`config.mk`:
```
export PLATFORM = sky130hd
export DESIGN_NAME = hazard_unit
export DESIGN_NICKNAME = d
export VERILOG_FILES = /design/src/rtl/mips_pkg.sv /design/src/rtl/hazard_md_counter.sv /design/src/rtl/hazard_unit.sv
export SDC_FILE = /design/constraint.sdc
export NUM_CORES = 1
export LEC_CHECK = 0
export CAP_MARGIN = 25
export CORE_ASPECT_RATIO = 0.75
export CORE_MARGIN = 2
export CORE_UTILIZATION = 46
export CTS_CLUSTER_SIZE = 25
export DETAILED_ROUTE_END_ITERATION = 10
export GPL_ROUTABILITY_DRIVEN = 0
export PLACE_DENSITY = 0.75
export SLEW_MARGIN = 20
export SYNTH_ARGS = -nofsm -noshare
export SYNTH_HDL_FRONTEND = slang
export SYNTH_SLANG_ARGS = --single-unit
export TNS_END_PERCENT = 1
```
`constraint.sdc`:
```
create_clock -name clk -period 1.9 [get_ports clk]
set_input_delay 0.285 -clock clk [delete_from_list [all_inputs] [get_ports clk]]
set_output_delay 0.285 -clock clk [all_outputs]
set_load 0.02 [all_outputs]
```
`src/rtl/mips_pkg.sv`:
```
// Shared constants and helpers for the MIPS pipeline control logic:
// EX operand mux select encodings and the register-match function used by forwarding.
package mips_pkg;

   localparam int REG_AW = 5;
   localparam logic [REG_AW-1:0] REG_ZERO = '0;

   localparam logic [1:0] FWD_RF  = 2'b00;
   localparam logic [1:0] FWD_WB  = 2'b01;
   localparam logic [1:0] FWD_MEM = 2'b10;

   // True when a pipeline stage writes a real register that the consumer reads.
   function automatic logic fwd_hit(input logic             wr,
                                    input logic [REG_AW-1:0] dst,
                                    input logic [REG_AW-1:0] src);
      return wr && (dst != REG_ZERO) && (dst == src);
   endfunction

endpackage

```
`src/rtl/hazard_md_counter.sv`:
```
// Mult/div occupancy counter: loads MD_LATENCY when a mult/div issues,
// then counts down to zero; md_busy is high while the count is nonzero.
module hazard_md_counter #(
   parameter int MD_LATENCY = 4
) (
   input  logic clk,
   input  logic reset,
   input  logic load,
   output logic md_busy
);

   localparam int CW = $clog2(MD_LATENCY + 1);

   logic [CW-1:0] cnt_q;
   logic [CW-1:0] cnt_d;

   // NOTE: every always_comb output gets a default first so no path can infer a latch.
   always_comb begin
      cnt_d = cnt_q;
      if (load) begin
         cnt_d = CW'(MD_LATENCY);
      end else if (cnt_q != '0) begin
         cnt_d = cnt_q - CW'(1);
      end
   end

   // NOTE: state flops use non-blocking assignment so all registers sample together.
   always_ff @(posedge clk) begin
      if (reset) begin
         cnt_q <= '0;
      end else begin
         cnt_q <= cnt_d;
      end
   end

   assign md_busy = (cnt_q != '0);

endmodule

```
`src/rtl/hazard_unit.sv`:
```
// Hazard detection and forwarding control for the 5-stage MIPS pipeline.
// Optional macro BRANCH_FWD_EN: forward MEM ALU results into the decode branch compare.
module hazard_unit #(
   parameter int REG_AW     = mips_pkg::REG_AW,
   parameter int MD_LATENCY = 4
) (
   input  logic              clk,
   input  logic              reset,
   input  logic [REG_AW-1:0] rs_d,
   input  logic [REG_AW-1:0] rt_d,
   input  logic [REG_AW-1:0] dst_d,
   input  logic              regwrite_d,
   input  logic              memtoreg_d,
   input  logic              branch_d,
   input  logic              md_start_d,
   input  logic              md_read_d,
   output logic [1:0]        fwd_a_e,
   output logic [1:0]        fwd_b_e,
   output logic              fwd_a_d,
   output logic              fwd_b_d,
   output logic              stall_f,
   output logic              stall_d,
   output logic              flush_e,
   output logic              md_busy
);

   import mips_pkg::*;

   typedef struct packed {
      logic [REG_AW-1:0] rs;
      logic [REG_AW-1:0] rt;
      logic [REG_AW-1:0] dst;
      logic              regwrite;
      logic              memtoreg;
   } e_shadow_t;

   // MEM keeps memtoreg as well: a load still in MEM cannot feed a decode branch.
   typedef struct packed {
      logic [REG_AW-1:0] dst;
      logic              regwrite;
      logic              memtoreg;
   } m_shadow_t;

   typedef struct packed {
      logic [REG_AW-1:0] dst;
      logic              regwrite;
   } w_shadow_t;

   e_shadow_t e_q, e_d;
   m_shadow_t m_q, m_d;
   w_shadow_t w_q, w_d;

   logic stall;
   logic lw_stall, br_stall, md_stall;
   logic ex_br_hit, mem_ld_hit, mem_alu_a, mem_alu_b;
   logic md_load;

   always_comb begin
      e_d = '0;
      if (!stall) begin
         e_d.rs       = rs_d;
         e_d.rt       = rt_d;
         e_d.dst      = dst_d;
         e_d.regwrite = regwrite_d;
         e_d.memtoreg = memtoreg_d;
      end
      m_d          = '0;
      m_d.dst      = e_q.dst;
      m_d.regwrite = e_q.regwrite;
      m_d.memtoreg = e_q.memtoreg;
      w_d          = '0;
      w_d.dst      = m_q.dst;
      w_d.regwrite = m_q.regwrite;
   end

   always_ff @(posedge clk) begin
      if (reset) begin
         e_q <= '0;
         m_q <= '0;
         w_q <= '0;
      end else begin
         e_q <= e_d;
         m_q <= m_d;
         w_q <= w_d;
      end
   end

   always_comb begin
      fwd_a_e = FWD_RF;
      if (fwd_hit(m_q.regwrite, m_q.dst, e_q.rs)) begin
         fwd_a_e = FWD_MEM;
      end else if (fwd_hit(w_q.regwrite, w_q.dst, e_q.rs)) begin
         fwd_a_e = FWD_WB;
      end
      fwd_b_e = FWD_RF;
      if (fwd_hit(m_q.regwrite, m_q.dst, e_q.rt)) begin
         fwd_b_e = FWD_MEM;
      end else if (fwd_hit(w_q.regwrite, w_q.dst, e_q.rt)) begin
         fwd_b_e = FWD_WB;
      end
   end

   assign lw_stall   = fwd_hit(e_q.memtoreg, e_q.dst, rs_d) || fwd_hit(e_q.memtoreg, e_q.dst, rt_d);
   assign ex_br_hit  = fwd_hit(e_q.regwrite, e_q.dst, rs_d) || fwd_hit(e_q.regwrite, e_q.dst, rt_d);
   assign mem_ld_hit = fwd_hit(m_q.memtoreg, m_q.dst, rs_d) || fwd_hit(m_q.memtoreg, m_q.dst, rt_d);
   assign mem_alu_a  = fwd_hit(m_q.regwrite, m_q.dst, rs_d);
   assign mem_alu_b  = fwd_hit(m_q.regwrite, m_q.dst, rt_d);

`ifdef BRANCH_FWD_EN
   assign br_stall = branch_d && (ex_br_hit || mem_ld_hit);
   assign fwd_a_d  = mem_alu_a;
   assign fwd_b_d  = mem_alu_b;
`else
   // Without the decode bypass the branch waits until its producer reaches WB.
   assign br_stall = branch_d && (ex_br_hit || mem_ld_hit || mem_alu_a || mem_alu_b);
   assign fwd_a_d  = 1'b0;
   assign fwd_b_d  = 1'b0;
`endif

   assign md_stall = (md_read_d || md_start_d) && md_busy;
   assign stall    = lw_stall || br_stall || md_stall;
   assign stall_f  = stall;
   assign stall_d  = stall;
   assign flush_e  = stall;
   assign md_load  = md_start_d && !stall;

   hazard_md_counter #(
      .MD_LATENCY (MD_LATENCY)
   ) u_md_counter (
      .clk     (clk),
      .reset   (reset),
      .load    (md_load),
      .md_busy (md_busy)
   );

endmodule

```
Word-level counts from Yosys, hierarchy flattened
Cells that the tools add are included.
Word-level totals
  register bits: 33
  input bits: 22
  output and inout bits: 10
  logic and storage cells: 64
Operators by class
  add/sub/neg operators: 1
  eq/ne operators: 8
  mux-type cells: 6
  reduce and logical (&&, ||, !) cells: 37
Operators with widths (count)
  $eq 5x5->1: 8
  $logic_and 1x1->1: 20
  $reduce_bool 5->1: 3
  $logic_or 1x1->1: 9
  $mux 3: 2
  $mux 2: 2
  $reduce_or 2->1: 2
  $reduce_bool 3->1: 1
  $sub 3x1->3 const B: 1
  $mux 1: 2
  $reduce_bool 2->1: 1
  $logic_not 1->1: 1

Depth between registers and ports, before layout
Gate-level depths: netlist (run 1).
  word-level depth: 13
  gate-level depth with buffers: 9
  depth with buffers taken out: 7

Modules after synthesis
From an unflattened synthesis (run 1), not the netlist that was laid out.
Second synthesis, totals
  cell total of the unflattened synthesis: 164
  area total of the unflattened synthesis: 1690.4 sq um
Modules (own cells, without submodules)
  hazard_unit: instances 1, cells an instance 146, area each 1520.2 sq um, sequential area each 600.6 sq um
  hazard_md_counter: instances 1, cells an instance 18, area each 170.2 sq um, sequential area each 60.1 sq um

Worst setup path before layout (run 1)
Ideal clock, no wire load.
  path type: register to output
  from: register u_md_counter.cnt_q[0]
  to: output stall_d
  arrival: 1816 ps
  required time: 1615 ps
  path slack: -201 ps
  stages on the path, launching flop included: 10
  buffers on the path: 3
  cell sequence: dfxtp_1 inv_1 ha_1 ha_1 clkbuf_1 inv_1 o21ai_0 o221ai_4 buf_6 buf_4
On the way
  cells in the longest elaborated chain, start to end: 3
Ends and longest elaborated chain
  start, declared: RTL line hazard_md_counter.sv:14  | logic [CW-1:0] cnt_q;
  start signal, assigned: RTL line hazard_md_counter.sv:32  | cnt_q <= cnt_d;
  $reduce_bool 3->1: RTL line hazard_md_counter.sv:36  | assign md_busy = (cnt_q != '0);
  named net md_busy: RTL line hazard_unit.sv:24  | output logic md_busy
  $logic_and 1x1->1: RTL line hazard_unit.sv:120  | assign md_stall = (md_read_d || md_start_d) && md_busy;
  $logic_or 1x1->1: RTL line hazard_unit.sv:121  | assign stall = lw_stall || br_stall || md_stall;
  end, declared: RTL line hazard_unit.sv:22  | output logic stall_d,
The timed path passes the listed nets, and every way through them passes these cells.

Final worst setup path (run 1)
  from: input rs_d[0]
  to: output stall_d
On the way
  cells in the longest elaborated chain, start to end: 9
  elaborated cells on any way between the ends: 15
  classes of those cells: eq/ne: 2; reduce/logical: 13
Ends and longest elaborated chain
  start, declared: RTL line hazard_unit.sv:9  | input logic [REG_AW-1:0] rs_d,
  $eq 5x5->1: RTL line mips_pkg.sv:16  | return wr && (dst != REG_ZERO) && (dst == src);
  $logic_and 1x1->1: RTL line mips_pkg.sv:16
  $logic_or 1x1->1, on equally long branches: RTL line hazard_unit.sv:104, hazard_unit.sv:105
  $logic_or 1x1->1 (3 in series): RTL line hazard_unit.sv:115  | assign br_stall = branch_d && (ex_br_hit || mem_ld_hit || mem_alu_a || mem_alu_b);
  $logic_and 1x1->1: RTL line hazard_unit.sv:115
  $logic_or 1x1->1 (*) (2 in series): RTL line hazard_unit.sv:121
Every way passes the cells marked *; elsewhere a longest branch is shown, timed or not.

==> results of run 1 <==
cells by family (layout without fill, tap and decap cells):
logic type / Yosys count / count (layout) / share of synthesized area, %
AO/OA/AOI/OAI: 14 / 14 / 7.846
buffers and inverters: 20 / 62 / 6.818
XOR/XNOR: 40 / 40 / 20.53
adder cells (fa/ha/maj): 3 / 3 / 2.200
other: 1 / 2 / 0.2197
flip-flops: 33 / 33 / 38.71
multiplexers: 1 / 1 / 0.5865
AND/OR/NAND/NOR: 57 / 57 / 23.09
cell usage after synthesis (all sizes together) (2+ instances only):
master,instances
nor3,6
nor2,8
inv,5
buf,10
nand3,2
ha,3
nand2,3
or4,4
nor3b,17
a22oi,2
xor2,34
clkbuf,5
xnor2,6
dfxtp,33
nor4,4
o21ai,3
nor2b,13
power groups by stage:
| stage | Combinational (mW) | Sequential (mW) | Clock (mW) |
|---|---|---|---|
| 3_3_place_gp | 1.02 | 0.945 | 0 |
| 2_1_floorplan | 0.741 | 0.915 | 0 |
| 3_5_place_dp | 1.07 | 0.950 | 0 |
| 4_1_cts | 1.03 | 0.936 | 0.513 |
| 6_report | 1.10 | 0.939 | 0.496 |
| 5_1_grt | 1.20 | 0.956 | 0.535 |
layout make-up:
cell class                 count  area, sq um  area share (%)
clock buffer                   8        80.08           3.522
multi-input combinational    117         1001           44.03
tap                           52        65.06           2.862
inverter                       5        18.77          0.8255
timing repair buffer          49        442.9           19.48
sequential                    33        665.6           29.28
worst max path at each step:
stage / to / slack (ps)
floorplan: fwd_b_e[0] / -50
global placement: flush_e / -620
detailed placement: stall_d / -660
CTS: stall_d / -210
global route: stall_f / -200
finish: stall_d / -150
worst max-delay path, delay by kind of cell:
kind,cells,cell delay (ps)
xor gates and xnor gates,1,170
buffers and inverters,2,670
and+or+nand+nor,1,210
AOI/OAI and AO/OA,2,420
timing repair:
item,CTS,global route
buffers inserted,0,1
endpoints found under the setup margin,8,15
pin swaps,0,1
resized for setup,36,21
per-layer routing:
| metal | share of wire [%] | wire, microns | vias up |
|---|---|---|---|
| li1 | - | - | 641 |
| met1 | 42 | 1534 | 605 |
| met2 | 51 | 1859 | 35 |
| met3 | 4.7 | 173 | 11 |
| met4 | 2.3 | 85 | 0 |
| met5 | 0 | 0 | - |
sequential cells by signal (all words and copies together), names as in the netlist:
signal              flops
m_q                     7
e_q                    17
u_md_counter.cnt_q      3
w_q                     6
==> results.md, run 1 <==
- Mean routed wirelength per cell: 13.83 microns
- CTS tree: built
- Period Utilization, post-route: 107.8%
- Final core utilization: 62.92%
- Psw: 920.3 uW
- Worst hold slack: 365.0 ps
- Pre-CTS setup slack: -663.9 ps
- Longest Clk Path Bufs: 2
- Drt first pass iters: 4
- Failing checks: negative setup slack
- Final min period: 2048 ps
- Skew-Pair Late Insertion Delay: 280 ps
- Width of the die: 74.34 microns
- Cell Chain, Critical Path: clkdlybuf4s50_1 > xor2_1 > nor3_1 > a22oi_2 > o221ai_4 > buf_4
- Flop pwr share: 37.0%
- Lkg Pwr: 1.022 nW
- Row count: 19
- Fillers: 316
- Worst hold endpoint: e_q[14]
- Post-DP HPWL: 2.812 mm
- Final WS setup: -147.7 ps
- Root buffer cell: clkbuf_8
- Synth warn: 0
- GR met1 Demand/Resource: 22.65%
- Hold depth: 2
- Most frequent cells in the layout: xor2_1, dfxtp_1, buf_4
- Status: finished with violations
- Largest net degree at the start of global routing: 32
- Synthesized area: 1707 sq um
- Largest stage delay, worst path: 470 ps
- Worst Setup Start Kind: primary input
- # DRC: 0
- H-tree lvl count: 2
- Vias per inst: 4.894
- Number of enable flip-flop cells after synthesis: 0
- Vias in the first global route: 1335
- RR Endpoint: e_q[4]
- Combinational share of power: 43.4%
- Worst Path Max Fanout: 4
- Post-Synthesis Cells: 169
- Reg2reg path depth: 6
- Number of antenna diodes: 0
- CTS hold repair buffers: 0
- Commonest non-fill, non-tap cell in the layout: xor2_1
- Antenna violations before repair: 0
- Met3 track demand over resource: 5.745%
- Post-synth cell types: 33
- Data required time of the worst path: 1620 ps
- Worst-path clk slew: 60 ps
- Fin area: 2273 sq um
- Total CTS buffers: 5
- Final Hold Fails: 0
- Yosys top cell area share: 38.71%
- Met2 GRT Util: 32.78%
- Final setup violating endpoints: 6
- Switch share: 36.31%
- Top Ports: 32
- Hold WC Path Type: in -> reg
- Register area share after synthesis: 38.71%
- Die height: 56.75 microns
- Area grow syn2layout: 33.21%
- Top cells by area, synth: dfxtp_1, xor2_1, nor3b_2, nor2b_1, buf_4
- Via count: 1292
- Initial core utilization: 47.23%
- Post-DP Area: 2142 sq um
- #FFs+latches synth: 33
- Total track usage: 19.63%
- RSZ-0062 raised after global routing: yes
- Top_reg_cell synth: dfxtp_1
- Iter 0 DRT Violations: 46
- Setup TNS: -662.9 ps
- Async SR Flop Fraction: 0%
- MaxCap Viol Count: 0
- Setup crit end kind: primary output
- Share of layout cells above drive strength 1: 29.25%
- Nets: 236
- Global route total overflow: 0
- Clock power frac: 19.5%
- Design Power: 2.535 mW
- Reg2reg setup slack: 70 ps
- Placed cell count: 255
- Worst Min Path Start: rs_d[2]
- Leading area contributor after synthesis: dfxtp_1
- DIE AREA: 4219 sq um
- Final std cells w/o fill: 264
- CP startpoint: rs_d[0]
- Max Freq: 0.4884 GHz
- Core Area: 3613 sq um
- Routed Antenna Nets: 0
- Slew Viols, Final: 0
- Critical Path AT: 1760 ps
- Layout Skew: 1.876 ps
- Most used routing layer in global routing: met2
- VDD IR max: 0.0006255 V
- Worst path slowest cell: clkdlybuf4s50_1
- IO Port Bufs: 29
- Critical path class: in -> out
- Final wirelength: 3.652 mm
- Syn_area_per_cell: 10.10 sq um
- Cell internal pwr: 1.615 mW
- Power Density: 1115 nW/um^2
- FF-to-FF Start: e_q[4]
- Sink Count: 33
- Global-route wire length before repair: 6.120 mm
Power figures use the tool's default switching activity.
==> inputs of run 2 (changes only) <==
--- a/config.mk
+++ b/config.mk
@@ -6,13 +6,14 @@
 export NUM_CORES = 1
 export LEC_CHECK = 0
 export CAP_MARGIN = 25
+export CELL_PAD_IN_SITES_DETAIL_PLACEMENT = 1
+export CELL_PAD_IN_SITES_GLOBAL_PLACEMENT = 1
 export CORE_ASPECT_RATIO = 0.75
 export CORE_MARGIN = 2
-export CORE_UTILIZATION = 46
+export CORE_UTILIZATION = 36
 export CTS_CLUSTER_SIZE = 25
 export DETAILED_ROUTE_END_ITERATION = 10
-export GPL_ROUTABILITY_DRIVEN = 0
-export PLACE_DENSITY = 0.75
+export PLACE_DENSITY_LB_ADDON = 0.1
 export SLEW_MARGIN = 20
 export SYNTH_ARGS = -nofsm -noshare
 export SYNTH_HDL_FRONTEND = slang
==> results.md, run 2 (synthesis results as in run 1) <==
- RSZ-0062 raised after global routing: yes
- Share of layout cells above drive strength 1: 31.19% (+1.9 points)
- Biggest regs: e_q x17, m_q x7, w_q x6
- CP startpoint: w_q[4]
- Final setup violating endpoints: 5 (-1)
- Post-DP HPWL: 3.384 mm (+20%)
- Pre-CTS setup slack: -650.9 ps (+13.04 ps)
- Mean routed wirelength per cell: 14.89 microns (+7.7%)
- Power Density: 1087 nW/um^2 (-2.5%)
- Status: finished with violations
- Iter 0 DRT Violations: 42 (-8.7%)
- Root buffer cell: clkbuf_8
- Largest net degree at the start of global routing: 18 (-44%)
- Max Freq: 0.4760 GHz (-2.5%)
- Core Area: 4519 sq um (+25%)
- Final WS setup: -201.0 ps (-53.38 ps)
- Width of the die: 83.51 microns (+12%)
- FF-to-FF Start: e_q[3]
- Critical Path AT: 1820 ps (+60 ps)
- # DRC: 0 (unchanged)
- Routed Antenna Nets: 0 (unchanged)
- Commonest non-fill, non-tap cell in the layout: xor2_1
- Final min period: 2101 ps (+53.38 ps)
- Top Ports: 32 (unchanged)
- MaxCap Viol Count: 0 (unchanged)
- Worst-path clk slew: 60 ps (about the same)
- Total track usage: 16.41% (-3.2 points)
- Global route total overflow: 0 (unchanged)
- Layout Skew: 5.064 ps (+3.188 ps)
- IO Port Bufs: 29 (unchanged)
- Drt first pass iters: 3 (-1)
- Via count: 1317 (+1.9%)
- Lkg Pwr: 1.022 nW (about the same)
- Area grow syn2layout: 36.22%
- Final std cells w/o fill: 275 (+4.2%)
- VDD IR max: 0.0005531 V (-12%)
- Sink Count: 33 (unchanged)
- Die height: 63.63 microns (+12%)
- Slew @ Worst Pin: 540.9 ps
- Skew-Pair Late Insertion Delay: 270 ps (about the same)
- CTS tree: built
- Largest register FFs: 17 (unchanged)
- Worst Path Max Fanout: 2 (-2)
- Final wirelength: 4.096 mm (+12%)
- Final Hold Fails: 0 (unchanged)
- CTS hold repair buffers: 0 (unchanged)
- Rel. slew slack: 63.82%
- Setup crit end kind: primary output
- H-tree lvl count: 2 (unchanged)
- Number of antenna diodes: 0 (unchanged)
- Top reg by flops: e_q
- Global-route wire length before repair: 6.782 mm (+11%)
- Vias per inst: 4.789 (-2.1%)
- Most frequent cells in the layout: xor2_1, dfxtp_1, buf_4
- Design Power: 2.528 mW (-0.28%)
- Placed cell count: 265 (+3.9%)
- Data required time of the worst path: 1620 ps (about the same)
- Antenna violations before repair: 0 (unchanged)
- Critical path class: reg -> out
- Row count: 21 (+2)
- Worst Setup Start Kind: register
- DIE AREA: 5313 sq um (+26%)
- Initial core utilization: 37.76% (-9.5 points)
- Gpl congestion: 0.8091
- Vias in the first global route: 1416 (+6.1%)
- Worst Min Path Start: e_q[0]
- Period Utilization, post-route: 110.6% (+2.8 points)
- Failing checks: negative setup slack
- Nets: 242 (+2.5%)
- Worst hold slack: 471.5 ps (+106.4 ps)
- Hold WC Path Type: reg -> reg
- Slew Viols, Final: 0 (unchanged)
- Longest Clk Path Bufs: 2 (unchanged)
- Total CTS buffers: 5 (unchanged)
-- run 2: cell types whose count changed in the layout (fill, tap and decap cells not counted), moves of 2 or more --
| cell | before | now |
|---|---|---|
| dlymetal6s2s_1 | 3 | 0 |
| dfxtp_1 | 29 | 26 |
| nor4_4 | 1 | 3 |
| buf_2 | 1 | 6 |
| nor3b_2 | 14 | 9 |
| dfxtp_2 | 4 | 7 |
| nor3b_1 | 3 | 8 |
| buf_6 | 1 | 3 |
| or4_4 | 1 | 3 |
| or4_1 | 3 | 1 |
| clkdlybuf4s50_1 | 18 | 21 |
-- run 2: final timing paths --
kind | cells after the start | to | slack, ps
worst max-delay path | 5 | fwd_a_e[0] | -200
worst min register to register | 1 | m_q[0] | 470
worst min-delay path | 1 | m_q[0] | 470
worst max register to register | 5 | e_q[0] | 150
-- run 2: area by class of cell --
| type | instances | area (sq um) |
|---|---|---|
| repair buffers | 55 | 476.7 |
| fillers | 523 | 2195 |
| well taps | 57 | 71.32 |
| multi-input cells | 117 | 1008 |
| flip-flops and latches | 33 | 669.4 |
| inverters | 5 | 18.77 |
| clock buffers | 8 | 80.08 |
-- run 2: power breakdown --
| group | switching, mW | leakage, nW | internal (mW) |
|---|---|---|---|
| Sequential | 0.119 | 0.274 | 0.822 |
| Combinational | 0.583 | 0.708 | 0.519 |
| Clock | 0.225 | 0.0395 | 0.260 |
| Total | 0.927 | 1.02 | 1.60 |
-- run 2: per-layer routing --
| metal | wire length (microns) | part of all wire [%] | up-vias | GRT usage, % |
|---|---|---|---|---|
| li1 | - | - | 653 | - |
| met1 | 1772 | 43 | 634 | 19.01 |
| met2 | 2125 | 52 | 24 | 30.14 |
| met3 | 127 | 3.1 | 6 | 3.539 |
| met4 | 70 | 1.7 | 0 | 5.444 |
| met5 | 0 | 0 | - | 0 |
-- run 2: stage by stage --
| step | instance area, sq um | setup TNS (ps) | utilization, % |
|---|---|---|---|
| finish | 2325 | -673.2 | 51.44 |
| global route | 2325 | -1261 | 51.44 |
| CTS | 2262 | -773.2 | 50.06 |
| detailed placement | 2186 | -8660 | 48.37 |
| global placement | 2186 | -5943 | 48.37 |
| floorplan | 1734 | -68.21 | - |
-- run 2: repair_timing --
item / in CTS / in global routing
setup buffers: 0 / 2
cloned: 0 / 0
setup endpoints to repair: 20 / 14
gates resized for setup: 40 / 15
pin swaps: 0 / 2
-- run 2: critical path: stages, from the launching register on --
cell and delay (ps):
dfxtp_2 330, buf_6 110, xor2_1 160, or4_4 550, nor4_4 220, buf_4 180
==> inputs of run 3 (changes only) <==
--- a/config.mk
+++ b/config.mk
@@ -14,8 +14,9 @@
 export CTS_CLUSTER_SIZE = 25
 export DETAILED_ROUTE_END_ITERATION = 10
 export PLACE_DENSITY_LB_ADDON = 0.1
-export SLEW_MARGIN = 20
+export SLEW_MARGIN = 0
 export SYNTH_ARGS = -nofsm -noshare
 export SYNTH_HDL_FRONTEND = slang
+export SYNTH_HIERARCHICAL = 1
 export SYNTH_SLANG_ARGS = --single-unit
-export TNS_END_PERCENT = 1
+export TNS_END_PERCENT = 100
==> results.md, run 3 <==
- Status: finished with violations
- Failing checks: negative setup slack
- Worst Path Max Fanout: 2 (unchanged)
- Setup TNS: -399.9 ps (+273.2 ps)
- Layout Skew: 6.718 ps (+1.654 ps)
- Placed cell count: 267 (+0.75%)
- Mean routed wirelength per cell: 16.38 microns (+10%)
- Gpl congestion: 0.8158 (+0.83%)
- Syn_area_per_cell: 10.31 sq um (+2.1%)
- Data required time of the worst path: 1620 ps (about the same)
- CTS hold repair buffers: 0 (unchanged)
- Power Density: 1177 nW/um^2 (+8.3%)
- Final setup violating endpoints: 6 (+1)
- Complex-gate fraction of the synthesized area: 6.736% (-1.1 points)
- Setup crit end kind: primary output
- Period Utilization, post-route: 106.3% (-4.3 points)
- Max Freq: 0.4953 GHz (+4.1%)
- VDD IR max: 0.0007456 V (+35%)
- Worst-path clk slew: 70 ps (about the same)
- Lkg Pwr: 1.156 nW (+13%)
- Post-Synthesis Cells: 164 (-3.0%)
- #FFs+latches synth: 33 (unchanged)
- Final WS setup: -118.9 ps (+82.12 ps)
- Reg2reg setup slack: 100 ps (-50 ps)
- Reg2reg path depth: 5 (unchanged)
- Global-route wire length before repair: 7.203 mm (+6.2%)
- Iter 0 DRT Violations: 47 (+12%)
- Number of antenna diodes: 0 (unchanged)
- Worst Setup Start Kind: register
- Hold WC Path Type: in -> reg
- Most instantiated library cell after synthesis: xor2_1
- Row count: 21 (unchanged)
- Leading area contributor after synthesis: dfxtp_1
- Worst Min Path Start: rs_d[3]
- Commonest cells post-synth: xor2_1, dfxtp_1, nor2b_1
- Routed Antenna Nets: 0 (unchanged)
- Number of enable flip-flop cells after synthesis: 0 (unchanged)
- # DRC: 0 (unchanged)
- Nets: 244 (+0.83%)
- Final wirelength: 4.538 mm (+11%)
- Top_reg_cell synth: dfxtp_1
- Top cells by area, synth: dfxtp_1, xor2_1, nor3b_2, nor2b_1, buf_4
- Global route total overflow: 0 (unchanged)
- Vias in the first global route: 1452 (+2.5%)
- CTS tree: built
- Root buffer cell: clkbuf_8
- MaxCap Viol Count: 0 (unchanged)
- Skew-Pair Late Insertion Delay: 280 ps (about the same)
- RSZ-0062 raised after global routing: yes
- Synthesized area: 1690 sq um (-0.95%)
- Initial core utilization: 37.62% (-0.14 points)
- Largest family of logic cells by synthesized area: simple AND/OR/NAND/NOR gates
- Die height: 63.35 microns (-0.44%)
- Commonest non-fill, non-tap cell in the layout: xor2_1
- Share of layout cells above drive strength 1: 40.45% (+9.3 points)
- FF-to-FF Start: e_q[6]
- Largest net degree at the start of global routing: 20 (+2)
- Width of the die: 83.13 microns (-0.46%)
- H-tree lvl count: 2 (unchanged)
- Biggest regs: e_q x17, m_q x7, w_q x6
- Final Hold Fails: 0 (unchanged)
- Drt first pass iters: 4 (+1)
- Async SR Flop Fraction: 0% (unchanged)
- Most frequent cells in the layout: xor2_1, buf_4, dfxtp_1
- Sink Count: 33 (unchanged)
- Top reg by flops: e_q
- Total track usage: 17.61% (+1.2 points)
- Via count: 1304 (-0.99%)
- Yosys top cell area share: 39.08% (+0.37 points)
- Register area share after synthesis: 39.08% (+0.37 points)
- Antenna violations before repair: 0 (unchanged)
- Area grow syn2layout: 47.52%
- Top Ports: 32 (unchanged)
- Longest Clk Path Bufs: 2 (unchanged)
- Core Area: 4493 sq um (-0.58%)
- Adder-cell share of the synthesized area: 2.221% (+0.021 points)
- Critical Path AT: 1730 ps (-90 ps)
- Post-synth cell types: 31 (-6.1%)
- Synth warn: 6 (+6)
- Hold depth: 2 (+1)
- DIE AREA: 5266 sq um (-0.89%)
- IO Port Bufs: 29 (unchanged)
- Post-DP HPWL: 3.452 mm (+2.0%)
- Total CTS buffers: 5 (unchanged)
- RR Endpoint: e_q[7]
- Slew Viols, Final: 0 (unchanged)
- Final min period: 2019 ps (-82.12 ps)
- Pre-CTS setup slack: -667.8 ps (-16.87 ps)
- Final std cells w/o fill: 277 (+0.73%)
- Multiplexer area fraction after synthesis: 0.5922% (+0.0056 points)
- Synth Area in Simple Gates: 23.24% (+0.15 points)
- Xor-xnor portion of the synthesized cell area: 21.24% (+0.72 points)
- Worst hold endpoint: e_q[15]
- Critical path class: reg -> out
- Vias per inst: 4.708 (-1.7%)
- Largest register FFs: 17 (unchanged)
-- run 3: changes by cell type in the layout (fill, tap and decap cells not counted), sizes merged, moves of 2 or more --
cell           delta
buf               +5
clkdlybuf4s50     -9
dlygate4sd2       +2
dlymetal6s2s      +7
nor2              -3
-- run 3: worst max-delay path by stage --
stage	startpoint	end	slack [ps]
after floorplan	u_md_counter/cnt_q[0]	stall_d	0.2
after global placement	rs_d[3]	flush_e	-650
after detailed placement	rs_d[3]	flush_e	-670
after CTS	rs_d[3]	flush_e	-170
after global routing	w_q[2]	fwd_a_e[0]	-200
final	w_q[2]	fwd_a_e[0]	-120
-- run 3: report_power, final --
group / leakage, nW / switching, mW / total, mW / internal, mW
sequential: 0.277 / 0.123 / 0.951 / 0.827
combinational: 0.820 / 0.659 / 1.31 / 0.650
clock: 0.0585 / 0.249 / 0.676 / 0.427
total: 1.16 / 1.03 / 2.94 / 1.90
-- run 3: repair_timing --
| action | in CTS | in global routing |
|---|---|---|
| setup endpoints to repair | 12 | 16 |
| buffers inserted | 2 | 0 |
| gates resized for setup | 58 | 33 |
| pin swaps | 5 | 15 |
-- run 3: cell type report --
class	instances	area (sq um)
fillers	480	1999
multi-input cells	113	1047
flip-flops and latches	33	689.4
repair buffers	60	546.8
clock buffers	7	86.33
well taps	57	71.32
clock inverters	1	30.03
inverters	6	22.52
-- run 3: critical path, stage by stage (launching register included) --
cell	delay (ps)
dfxtp_1	310
buf_4	130
xor2_1	150
or4_4	550
nor4_4	140
buf_4	180
-- run 3: logic make-up (layout without fill, tap and decap cells) --
group	count (synthesis)	count (layout)
buffers and inverters	19	74
adder cells (fa/ha/maj)	3	3
XOR/XNOR	41	41
multiplexers	1	1
AO/OA/AOI/OAI	11	11
AND/OR/NAND/NOR	55	55
flip-flops	33	33
other	1	2
-- run 3: metrics by stage --
step	area [sq um]	hold slack (ps)	power, mW	util [%]
after CTS	2371	472.0	2.892	52.77
after detailed placement	2208	463.0	2.166	49.15
final	2494	373.6	2.936	55.50
after floorplan	1719	354.1	1.683	-
after global routing	2494	376.6	3.122	55.50
after global placement	2208	454.0	2.115	49.15
-- run 3: routing by layer --
metal,up-vias,global-route usage [%],share of wire (%)
met3,4,4.194,2.7
met2,27,29.84,50
li1,648,-,-
met4,0,4.303,0.62
met5,-,0,0
met1,625,22.71,47
